## src/rtl/secuenciador_sumas.sv

```systemverilog
// secuenciador_sumas: self-checking stimulus sequencer for the selective
// adder/accumulator. An LFSR produces the operands, an internal model of the
// accumulator predicts the DUT result, and mismatches are counted.
module secuenciador_sumas #(
  parameter int N_OPS_W    = 8,
  parameter int ERR_W      = 8,
  parameter int RST_CYCLES = 4,
  parameter int CHECK_LAT  = 1
) (
  input  logic               clock,
  input  logic               i_rst,
  input  logic               i_start,
  input  logic [N_OPS_W-1:0] i_n_ops,
  input  logic [7:0]         i_seed,
  input  logic [5:0]         i_dut_data,
  input  logic               i_dut_overflow,
  output logic [2:0]         o_data1,
  output logic [2:0]         o_data2,
  output logic [1:0]         o_sel,
  output logic               o_dut_rst_n,
  output logic               o_busy,
  output logic               o_done,
  output logic               o_pass,
  output logic [ERR_W-1:0]   o_err_count
);

  localparam int CNT_MAX = (RST_CYCLES > CHECK_LAT) ? RST_CYCLES : CHECK_LAT;
  localparam int CNT_W   = $clog2(CNT_MAX + 1);
  localparam logic [CNT_W-1:0] RST_LAST = CNT_W'(RST_CYCLES - 1);
  localparam logic [CNT_W-1:0] LAT_LAST = CNT_W'(CHECK_LAT - 1);
  localparam logic [ERR_W-1:0] ERR_MAX  = {ERR_W{1'b1}};

  typedef enum logic [2:0] {
    IDLE    = 3'd0,
    RST_DUT = 3'd1,
    RUN     = 3'd2,
    DRAIN   = 3'd3,
    DONE    = 3'd4
  } state_t;

  state_t             state;
  logic [N_OPS_W-1:0] n_ops;
  logic [N_OPS_W-1:0] ops_left;
  logic [CNT_W-1:0]   cnt;
  logic [7:0]         lfsr;

  // Accumulator model (stage 0) and the alignment pipeline behind it
  logic [5:0] acc;
  logic       ovf;
  logic       mdl_vld;
  logic [5:0] pipe_acc [CHECK_LAT];
  logic       pipe_ovf [CHECK_LAT];
  logic       pipe_vld [CHECK_LAT];

  logic             start_ok;
  logic             op_fire;
  logic [5:0]       acc_base;
  logic             ovf_base;
  logic [6:0]       sum_full;
  logic             mismatch;
  logic [ERR_W-1:0] err_next;

  // 4-bit selective adder result, unsigned, subtraction wraps mod 16
  function automatic logic [3:0] suma(input logic [2:0] a, input logic [2:0] b,
                                      input logic [1:0] s);
    logic [3:0] r;
    case (s)
      2'b00:   r = {1'b0, a} + {1'b0, b};
      2'b01:   r = {1'b0, a} - {1'b0, b};
      2'b10:   r = {1'b0, a};
      default: r = {1'b0, b};
    endcase
    return r;
  endfunction

  // Fibonacci LFSR x^8+x^6+x^5+x^4+1, shift left, feedback into bit 0
  function automatic logic [7:0] lfsr_step(input logic [7:0] v);
    return {v[6:0], v[7] ^ v[5] ^ v[4] ^ v[3]};
  endfunction

  // Decode of this cycle's operation, model update and result comparison
  always_comb begin
    start_ok = ((state == IDLE) || (state == DONE)) && i_start;
    op_fire  = 1'b0;
    case (state)
      RST_DUT: op_fire = (cnt == RST_LAST) && (n_ops != {N_OPS_W{1'b0}});
      RUN:     op_fire = (ops_left != {N_OPS_W{1'b0}});
      default: op_fire = 1'b0;
    endcase
    // The DUT is in reset during RST_DUT, so the first op starts from zero
    if (state == RST_DUT) begin
      acc_base = 6'd0;
      ovf_base = 1'b0;
    end else begin
      acc_base = acc;
      ovf_base = ovf;
    end
    sum_full = {1'b0, acc_base} + {3'b000, suma(lfsr[2:0], lfsr[5:3], lfsr[7:6])};
    mismatch = pipe_vld[CHECK_LAT-1] && ((state == RUN) || (state == DRAIN)) &&
               ((i_dut_data != pipe_acc[CHECK_LAT-1]) ||
                (i_dut_overflow != pipe_ovf[CHECK_LAT-1]));
    if (mismatch && (o_err_count != ERR_MAX)) begin
      err_next = o_err_count + {{(ERR_W-1){1'b0}}, 1'b1};
    end else begin
      err_next = o_err_count;
    end
  end

  // Run-control FSM with all outputs registered
  always_ff @(posedge clock or posedge i_rst) begin
    if (i_rst) begin
      state       <= IDLE;
      n_ops       <= {N_OPS_W{1'b0}};
      ops_left    <= {N_OPS_W{1'b0}};
      cnt         <= {CNT_W{1'b0}};
      lfsr        <= 8'h01;
      o_data1     <= 3'd0;
      o_data2     <= 3'd0;
      o_sel       <= 2'b00;
      o_dut_rst_n <= 1'b0;
      o_busy      <= 1'b0;
      o_done      <= 1'b0;
      o_pass      <= 1'b0;
      o_err_count <= {ERR_W{1'b0}};
    end else if (start_ok) begin
      state       <= RST_DUT;
      n_ops       <= i_n_ops;
      lfsr        <= (i_seed == 8'h00) ? 8'h01 : i_seed;
      cnt         <= {CNT_W{1'b0}};
      o_data1     <= 3'd0;
      o_data2     <= 3'd0;
      o_sel       <= 2'b00;
      o_dut_rst_n <= 1'b0;
      o_busy      <= 1'b1;
      o_done      <= 1'b0;
      o_pass      <= 1'b0;
      o_err_count <= {ERR_W{1'b0}};
    end else begin
      case (state)
        IDLE: begin
          o_dut_rst_n <= 1'b1;
        end
        RST_DUT: begin
          cnt <= cnt + {{(CNT_W-1){1'b0}}, 1'b1};
          if (cnt == RST_LAST) begin
            o_dut_rst_n <= 1'b1;
            if (n_ops == {N_OPS_W{1'b0}}) begin
              state  <= DONE;
              o_busy <= 1'b0;
              o_done <= 1'b1;
              o_pass <= 1'b1;
            end else begin
              state    <= RUN;
              o_data1  <= lfsr[2:0];
              o_data2  <= lfsr[5:3];
              o_sel    <= lfsr[7:6];
              lfsr     <= lfsr_step(lfsr);
              ops_left <= n_ops - {{(N_OPS_W-1){1'b0}}, 1'b1};
            end
          end
        end
        RUN: begin
          o_err_count <= err_next;
          if (ops_left != {N_OPS_W{1'b0}}) begin
            o_data1  <= lfsr[2:0];
            o_data2  <= lfsr[5:3];
            o_sel    <= lfsr[7:6];
            lfsr     <= lfsr_step(lfsr);
            ops_left <= ops_left - {{(N_OPS_W-1){1'b0}}, 1'b1};
          end else begin
            // Zero operands while the last results come back
            state   <= DRAIN;
            o_data1 <= 3'd0;
            o_data2 <= 3'd0;
            o_sel   <= 2'b00;
            cnt     <= {CNT_W{1'b0}};
          end
        end
        DRAIN: begin
          o_err_count <= err_next;
          cnt         <= cnt + {{(CNT_W-1){1'b0}}, 1'b1};
          if (cnt == LAT_LAST) begin
            state  <= DONE;
            o_busy <= 1'b0;
            o_done <= 1'b1;
            o_pass <= (err_next == {ERR_W{1'b0}});
          end
        end
        DONE: begin
          o_done <= 1'b1;
        end
        default: begin
          state  <= IDLE;
          o_busy <= 1'b0;
          o_done <= 1'b0;
          o_pass <= 1'b0;
        end
      endcase
    end
  end

  // Accumulator model and the pipeline aligning it with the DUT latency
  always_ff @(posedge clock or posedge i_rst) begin
    if (i_rst) begin
      acc     <= 6'd0;
      ovf     <= 1'b0;
      mdl_vld <= 1'b0;
      for (int i = 0; i < CHECK_LAT; i++) begin
        pipe_acc[i] <= 6'd0;
        pipe_ovf[i] <= 1'b0;
        pipe_vld[i] <= 1'b0;
      end
    end else begin
      mdl_vld <= op_fire;
      if (op_fire) begin
        acc <= sum_full[5:0];
        ovf <= ovf_base | sum_full[6];
      end else if (state == RST_DUT) begin
        acc <= 6'd0;
        ovf <= 1'b0;
      end
      if (state == RST_DUT) begin
        for (int i = 0; i < CHECK_LAT; i++) begin
          pipe_vld[i] <= 1'b0;
        end
      end else begin
        pipe_acc[0] <= acc;
        pipe_ovf[0] <= ovf;
        pipe_vld[0] <= mdl_vld;
        for (int i = 1; i < CHECK_LAT; i++) begin
          pipe_acc[i] <= pipe_acc[i-1];
          pipe_ovf[i] <= pipe_ovf[i-1];
          pipe_vld[i] <= pipe_vld[i-1];
        end
      end
    end
  end

endmodule

```

## config.mk

```make
export PLATFORM = sky130hd
export DESIGN_NAME = secuenciador_sumas
export DESIGN_NICKNAME = d
export VERILOG_FILES = /design/src/rtl/secuenciador_sumas.sv
export SDC_FILE = /design/constraint.sdc
export NUM_CORES = 1
export LEC_CHECK = 0
export BUFFER_PORTS_ARGS = -buffer_cell sky130_fd_sc_hd__buf_4
export CELL_PAD_IN_SITES_DETAIL_PLACEMENT = 2
export CELL_PAD_IN_SITES_GLOBAL_PLACEMENT = 2
export CORE_MARGIN = 2
export CORE_UTILIZATION = 33
export DETAILED_ROUTE_END_ITERATION = 10
export GPL_TIMING_DRIVEN = 0
export PLACE_DENSITY_LB_ADDON = 0.12
export SETUP_SLACK_MARGIN = 0.3
export SKIP_CTS_REPAIR_TIMING = 1
export SLEW_MARGIN = 30
export SYNTH_ARGS = -nofsm -noshare
export SYNTH_HDL_FRONTEND = slang
export SYNTH_SLANG_ARGS = --single-unit
```

## constraint.sdc

```tcl
create_clock -name clock -period 8.2 [get_ports clock]
set_input_delay 0 -clock clock [delete_from_list [all_inputs] [get_ports clock]]
set_output_delay 0 -clock clock [all_outputs]
set_load 0.1 [all_outputs]
```

# After elaboration in Yosys (flattened, before gate mapping)
# Cells that the tools add are included.
# Widths: inputs -> output; s select.
# classes
n_eq_ne	22
mux	60
reduce_logical	34
bitwise_logic	5
add_sub_neg	7
# ops
cell	count
$mux 8	11
$mux 3	15
$pmux 8 s2	2
$logic_not 8->1	3
$pmux 3 s2	3
$reduce_and 4->1	4
$reduce_bool 8->1	2
$sub 8x1->8 const B	2
$mux 1	15
$mux 6	2
$ne 3x3->1 const B	4
$pmux 3 s4	1
$pmux 4 s3	1
$eq 3x2->1 const B	3
$reduce_bool 3->1	3
$add 8x1->8 const B	1
$mux 2	4
$ne 2x1->1 const B	4
$ne 8x8->1 const B	1
$reduce_or 2->1	4
$add 6x4->7	1
$logic_not 3->1	2
$ne 3x2->1 const B	2
$ne 6x6->1	1
other kinds (24)	37
# word_totals
elab_cells	147
in_bits	26
output_inout_bits	20
regBits	66

# Longest topological paths before layout
# Gate-level depths: netlist (run 1).
# logic_depth
depth_word	10
mapped_depth	15

# Worst setup path after synthesis (run 1)
# OpenSTA, ideal clock, no wires.
# synth_path
path_kind	register to register
startpoint	reg lfsr[7]
endpoint	reg acc[5]
required_ps	8061
arrival_time_ps	2783
n_path_buf	1
stages_incl_launch_ff	14
period_less_slack_ps	2921
slack_ps	5279
cell_sequence	dfrtp_1 -> clkbuf_1 -> nand2b_1 -> o21ai_0 -> fa_1 -> mux2_2 -> inv_1 -> ha_1 -> a21o_1 -> a21oi_1 -> nor2b_1 -> o211ai_1 -> xor2_1 -> nor2_1
# synth_between
elab_chain_cells	4
# synth_lines
item	line_no	rtl
start, declared	45	logic [7:0] lfsr;
start signal, assigned	128	lfsr <= (i_seed == 8'h00) ? 8'h01 : i_seed;
start signal, assigned	157	lfsr <= lfsr_step(lfsr);
start signal, assigned	168	lfsr <= lfsr_step(lfsr);
$eq 2x2->1 (tied with other cells)	67	case (s)
$pmux 4 s3 (*)	67	
$add 6x4->7 (*)	98	sum_full = {1'b0, acc_base} + {3'b000, suma(lfsr[2:0], lfsr[5:3], lfsr[7:6])};
$mux 6 (*)	215	if (op_fire) begin
end signal, assigned	216	acc <= sum_full[5:0];
end, declared	48	logic [5:0] acc;
# Mark *: on every way between the ends. The rest lies on a longest branch, timed or not.
# A chain may end at the register's enable or synchronous reset.

# Final worst setup path (run 1)
# layout_path
startpoint	reg lfsr[6]
endpoint	reg acc[5]
# The elaborated chain is that of the path after synthesis.

==> results.md, run 1 <==
- Post-layout power: approximately 2 mW
- Initial antenna violation count: 0
- Synth Area in Adders: under 10%
- # diodes: 0
- Syn avg cell area: approximately 9 sq um
- DRC Markers: 0
- Clk sink count: 66
- Critical path's top delay family: compound AO/OA/AOI/OAI gates
- Synth Area in Compound Gates: approximately 15%
- Worst Path Required: 8.39 ns
- Syn Nets: 462
- Crit-path max cell delay: 0.48 ns
- Post-layout util: 42.6%
- Die area: approximately 0.012 sq mm
- Layout cell share with drive strength beyond 1: roughly 16%
- Setup WS post-layout: about 4.8 ns
- Horiz. Die Dim: between 100 and 150 um
- Area contributors post-synth: dfrtp_1 (43%), nand2_1 (7.8%), mux2i_1 (4.5%), ha_1 (4.3%), a21oi_1 (3.3%)
- Final Non-Filler Cells: 642
- Leak pwr: around 2.3 nW
- I/O Buffers: between 40 and 50
- IO Count: 46
- Vias per std cell: about 5.3
- Longest Clk Path Bufs: 2
- Synth Area in XOR/XNOR: ~4.6%
- Combinational family with the most area after synthesis: simple AND/OR/NAND/NOR gates
- Mapped Cells: about 420
- Routed WL: ~11000 um
- Post-route clock skew: between 0.005 and 0.006 ns
- RSZ-0062 raised after global routing: no
- Die height: 111 um
- DR pass1 iterations: 4
- Detailed Place HPWL: roughly 8300 um
- Synth area leader: dfrtp_1
- Drt wl/cell: 17.8 um
- Nets: between 500 and 600
- Status: complete, but fails checks
- Fmax: about 0.3 GHz
- All-Layer GR Usage: between 10% and 20%
- Fin crit period: 3.40 ns
- Post-Synth Simple-Gate Area: about a fifth
- Register area share after synthesis: 43.8%
- Layout area overhead: 27.2%
- Vias in the first global route: between 3000 and 4000
- Total overflow reported by the global router: 0
- CP max FO: 8
- FF+latch count, synth: between 60 and 70
- CP Launch Type: flip-flop
- Tcrit/Tclk final: about two fifths
- Clk slew on worst S/H paths: 0.06 ns
- FP Rows: 39
- Largest net degree at the start of global routing: between 40 and 50
- Worst path buffer plus inverter count: 2
- Post-synth top area share: around 43%
- Fin. max-slew vios: 0
- Clock Latency Late Sink: about 0.34 ns
- Final hold vios: 1
- Fin area: 0.00480 sq mm
- Top post-synthesis cells by count: nand2_1 (78), dfrtp_1 (65), nor2_1 (32)
- Post-Syn Area: between 0.003 and 0.004 sq mm
- CTS Buf Count: 9
- DRT iter0 DRCs: between 50 and 60
- Max-cap violations: 0
- Max VDD drop: between 0.2 and 0.25 mV
- RD Place Congestion: ~0.78
- Top-count cell post-synth: nand2_1
- Hold crit path type: in2reg
- DP Cell Count: just over 600
- Final setup viols: 0
- Routed Antenna Nets: 0
- Post-DP Area: ~0.0043 sq mm
- Pwr Density: about 420 mW/mm^2
- Hold WS: -0.0417 ns
- Asr flop ratio synth: 100%
- Post-synth EDFFs: 0
- Root buf cell: clkbuf_16
- DP Worst Slack: around 4.8 ns
- Starting Density: about a third
- Max stage delay cell, worst path: fa_1
- Fillers: approximately 1200
- Setup crit end kind: flip-flop
- Mux contribution to synthesized area: 5.70%
- CP Data Arrival Time: approximately 3.6 ns
- CP Class: reg2reg
- Failing checks: negative hold slack
- CORE AREA: between 0.01 and 0.015 sq mm
- CP cell instances: clkbuf_1 > nand2b_1 > o21ai_0 > fa_1 > mux2_2 > inv_1 > ha_1 > a21o_1 > a21oi_1 > nor2b_1 > o211ai_1 > xor2_1 > nor2_1
- Final setup TNS: 0 ns
- Distinct cells, synth: 58
- Htree depth: 3
- Slew headroom: between 50% and 60%
- Synth Flop Type: dfrtp_1
- CTS tree: done
- Global-route wire length before repair: ~19000 um
- Total number of vias: between 3000 and 4000
- Synthesis Warnings: 0
- Least-Margin Pin Slew: 0.739 ns
-- logic make-up after synthesis --
logic type / Yosys count
xor+xnor: 20
flops: 66
compound gates: 91
fa+ha+maj: 15
mux: 21
simple gates: 168
buf+inv: 40
-- placed cells by master, fill, tap and decap left out, drive strengths merged, types with 3 or more instances in the layout --
cell type    netlist  routed
a31oi              5       5
o31ai              4       4
a21oi             27      27
o21ai             25      25
a22o               4       4
nor2b              6       6
o211ai             3       3
ha                13      13
clkbuf            11      22
mux2i             17      17
nor3               9       9
nor4              10      10
dfrtp             65      65
inv               22      22
xnor2              7       7
nand3              5       5
a21o               5       5
nand2             78      78
nand4              5       5
buf                7      53
nand2b             7       7
and2               4       4
mux2               4       4
nor2              33      33
dlygate4sd3        0      16
xor2              13      13
-- per-layer routing --
metal  wire length (um)  track usage (%)  up-vias  part of all wire, %
met3                323             3.28       14                  2.8
li1                   -                -     1620                    -
met4                184             7.00        0                  1.6
met2               5700             33.9       44                   50
met1               5240             25.2     1696                   46
met5                  0                0        -                    0
-- flip-flops by register name, summed over array words and instances, names as in the netlist --
signal,cells
o_sel,2
o_data1,3
state,3
cnt,3
pipe_acc,6
o_dut_rst_n,1
pipe_vld,1
acc,6
n_ops,8
pipe_ovf,1
lfsr,8
o_err_count,8
mdl_vld,1
o_pass,1
ops_left,8
o_done,1
o_data2,3
ovf,1
o_busy,1
-- worst paths after layout --
kind | startpoint | endpoint | slack [ns] | cells after the start
setup / recovery | lfsr[6]$_DFFE_PP0P_ | acc[5]$_DFF_PP0_ | 4.80 | 13
hold / removal | i_seed[1] | lfsr[1]$_DFFE_PP0P_ | -0.04 | 3
setup reg to reg | lfsr[6]$_DFFE_PP0P_ | acc[5]$_DFF_PP0_ | 4.80 | 13
hold reg to reg | mdl_vld$_DFF_PP0_ | pipe_vld$_DFF_PP0_ | 0.45 | 1
max in group asynchronous | i_rst | lfsr[0]$_DFFE_PP1P_ | 7.43 | 4
min in group asynchronous | i_rst | o_data2[2]$_DFFE_PP0P_ | 0.19 | 3
-- report_power, final --
group | internal [mW] | leakage (nW) | switching (mW) | total [mW]
clock network | 0.273 | 0.156 | 0.149 | 0.423
registers | 0.442 | 0.851 | 0.126 | 0.568
logic | 0.374 | 1.32 | 0.672 | 1.05
-- worst min-delay path, cell delays in order --
cell,delay (ns)
buf_4,0.09
a211oi_1,0.06
a21oi_1,0.11
-- final cells by class --
| cell class | instances | area (sq um) | area share, % |
|---|---|---|---|
| inverters | 22 | 85.1 | 1.77 |
| clock inverters | 5 | 77.6 | 1.62 |
| clock buffers | 11 | 243 | 5.06 |
| plain buffers | 18 | 77.6 | 1.62 |
| repair buffers | 62 | 526 | 10.9 |
| flip-flops and latches | 66 | 1650 | 34.4 |
| multi-input cells | 315 | 1960 | 40.8 |
| well taps | 143 | 179 | 3.73 |
No activity file was read; power rests on OpenSTA's default activity.
==> run 2, diff against run 1 <==
==> constraint.sdc (replaced) <==
create_clock -name clock -period 3.3 [get_ports clock]
set_input_delay 0 -clock clock [delete_from_list [all_inputs] [get_ports clock]]
set_output_delay 0 -clock clock [all_outputs]
set_load 0.1 [all_outputs]
==> results.md, run 2 (synthesis results as in run 1) <==
- Max VDD drop: 0.513 mV (was 0.212 mV)
- Clk slew on worst S/H paths: 0.06 ns (about the same)
- CORE AREA: 0.0113 sq mm (unchanged)
- Initial antenna violation count: 0 (unchanged)
- Post-layout util: 43.1% (was 42.6%)
- CP max FO: 9 (was 8)
- RSZ-0062 raised after global routing: yes (was no)
- CTS Buf Count: 9 (unchanged)
- Final setup viols: 0 (unchanged)
- CP Launch Type: flip-flop (unchanged)
- Met2 usage: 33.9% (unchanged)
- Horiz. Die Dim: 111 um (unchanged)
- Routed Antenna Nets: 0 (unchanged)
- Reg area: 0.00166 sq mm (was 0.00165 sq mm)
- DP Cell Count: 610 (unchanged)
- Layout cell share with drive strength beyond 1: 18.5% (was 15.6%)
- DRT iter0 DRCs: 61 (was 54)
- Tcrit/Tclk final: 89.0% (was 41.4%)
- All-Layer GR Usage: 19.8% (unchanged)
- CP Class: reg2reg (unchanged)
- CP Data Arrival Time: 3.13 ns (was 3.59 ns)
- DR pass1 iterations: 4 (unchanged)
- Drt wl/cell: 17.9 um (was 17.8 um)
- Nets: 538 (was 535)
- Fmax: 0.340 GHz (was 0.294 GHz)
- Status: complete, but fails checks (unchanged)
- DP Worst Slack: -0.129 ns (was 4.77 ns)
- Failing checks: negative hold slack (unchanged)
- Worst Path Required: 3.49 ns (was 8.39 ns)
- Fin. max-slew vios: 0 (unchanged)
- # diodes: 0 (unchanged)
- Pwr Density: 1060 mW/mm^2 (was 424 mW/mm^2)
- Fin crit period: 2.94 ns (was 3.40 ns)
- Post-route clock skew: 0.00463 ns (was 0.00505 ns)
- Htree depth: 3 (unchanged)
- Longest Clk Path Bufs: 2 (unchanged)
- Fillers: 1245 (was 1242)
- Starting Density: 33.5% (unchanged)
- IO Count: 46 (unchanged)
- Commonest cells after routing, fill and taps aside: nand2_1 (78), dfrtp_1 (63), buf_4 (49), nor2_1 (32), a21oi_1 (24) (was nand2_1 (78), dfrtp_1 (65), buf_4 (46), nor2_1 (32), a21oi_1 (25))
- Final Non-Filler Cells: 645 (was 642)
- Clk sink count: 66 (unchanged)
- Die area: 0.0123 sq mm (unchanged)
- Reg2Reg Setup Slack: 0.36 ns (was 4.80 ns)
- Max-cap violations: 0 (unchanged)
- Vias per std cell: 5.27 (was 5.26)
- Largest net degree at the start of global routing: 47 (unchanged)
- I/O Buffers: 45 (unchanged)
- Most Crowded Layer GR: met2 (unchanged)
- Met1 Use GR: 25.2% (unchanged)
- Clock Latency Late Sink: 0.34 ns (about the same)
- Multi-input logic area: 0.00198 sq mm (was 0.00196 sq mm)
- CTS tree: done (unchanged)
- Total overflow reported by the global router: 0 (unchanged)
- Setup WS post-layout: 0.363 ns (was 4.80 ns)
- Root buf cell: clkbuf_16 (unchanged)
- Vias in the first global route: 3684 (unchanged)
- Final setup TNS: 0 ns (unchanged)
- RD Place Congestion: 0.777 (unchanged)
- Total number of vias: 3396 (was 3374)
- DRC Markers: 0 (unchanged)
- Slew headroom: 51.1% (was 50.5%)
- Least-Margin Pin Slew: 0.731 ns (was 0.739 ns)
- FP Rows: 39 (unchanged)
- Die height: 111 um (unchanged)
- Commonest non-fill, non-tap cell in the layout: nand2_1 (unchanged)
- Setup crit end kind: flip-flop (unchanged)
- GRT met3 Usage: 3.28% (unchanged)
- Hold crit path type: in2reg (unchanged)
- Hold WS: -0.0394 ns (was -0.0417 ns)
- Routed WL: 11600 um (was 11400 um)
- Final hold vios: 1 (unchanged)
- Detailed Place HPWL: 8290 um (unchanged)
- Global-route wire length before repair: 19400 um (unchanged)
- Leak pwr: 2.35 nW (was 2.32 nW)
- Layout area overhead: 28.6% (was 27.2%)
[run 2: cell types whose count changed in the layout (fill, tap and decap cells not counted), moves of 2 or more]
| cell | delta |
|---|---|
| buf_2 | +2 |
| buf_4 | +3 |
| clkbuf_1 | -4 |
| clkbuf_2 | +2 |
| dfrtp_1 | -2 |
| dfrtp_2 | +2 |
| inv_1 | -2 |
[run 2: area by class of cell]
cell class	instances	share of cell area, %
sequential	66	34.1
inverter	22	1.80
clock buffer	11	5.00
timing repair buffer	65	11.3
clock inverter	5	1.60
buffer	18	1.70
tap	143	3.69
multi-input combinational	315	40.8
[run 2: power by group]
part           total (mW)  internal (mW)  switching, mW  leakage [nW]
sequential           1.40           1.10          0.305         0.848
combinational        2.69          0.978           1.72          1.35
clock                1.05          0.679          0.370         0.156
total                5.15           2.76           2.39          2.35
[run 2: final timing paths]
kind | startpoint | end | cells past startpoint
worst max-delay path | lfsr[7]$_DFFE_PP0P_ | acc[5]$_DFF_PP0_ | 13
worst min-delay path | i_seed[1] | lfsr[1]$_DFFE_PP0P_ | 3
worst max register to register | lfsr[7]$_DFFE_PP0P_ | acc[5]$_DFF_PP0_ | 13
worst min register to register | mdl_vld$_DFF_PP0_ | pipe_vld$_DFF_PP0_ | 1
max in group asynchronous | i_rst | lfsr[0]$_DFFE_PP1P_ | 4
min in group asynchronous | i_rst | o_data2[2]$_DFFE_PP0P_ | 3
[run 2: critical path, stage by stage (launching register included)]
cell	delay, ns
dfrtp_1	0.36
buf_2	0.18
nand2b_4	0.17
o21ai_2	0.19
fa_1	0.45
mux2_2	0.30
inv_1	0.07
ha_1	0.22
a21o_1	0.17
a21oi_2	0.16
nor2b_1	0.07
o211ai_1	0.22
xor2_1	0.17
nor2_1	0.06
[run 2: per-layer routing]
| metal | vias to the layer above | part of all wire, % |
|---|---|---|
| met2 | 39 | 50 |
| met3 | 14 | 2.3 |
| met5 | - | 0 |
| met1 | 1716 | 46 |
| met4 | 0 | 1.6 |
| li1 | 1627 | - |
[run 2: per-stage QoR]
| step | total power, mW | instance area [sq um] |
|---|---|---|
| detailed placement | 4.02 | 4320 |
| finish | 5.15 | 4850 |
| floorplan | 3.31 | 3770 |
| CTS | 5.12 | 4640 |
| global route | 5.60 | 4850 |
| global placement | 3.92 | 4290 |
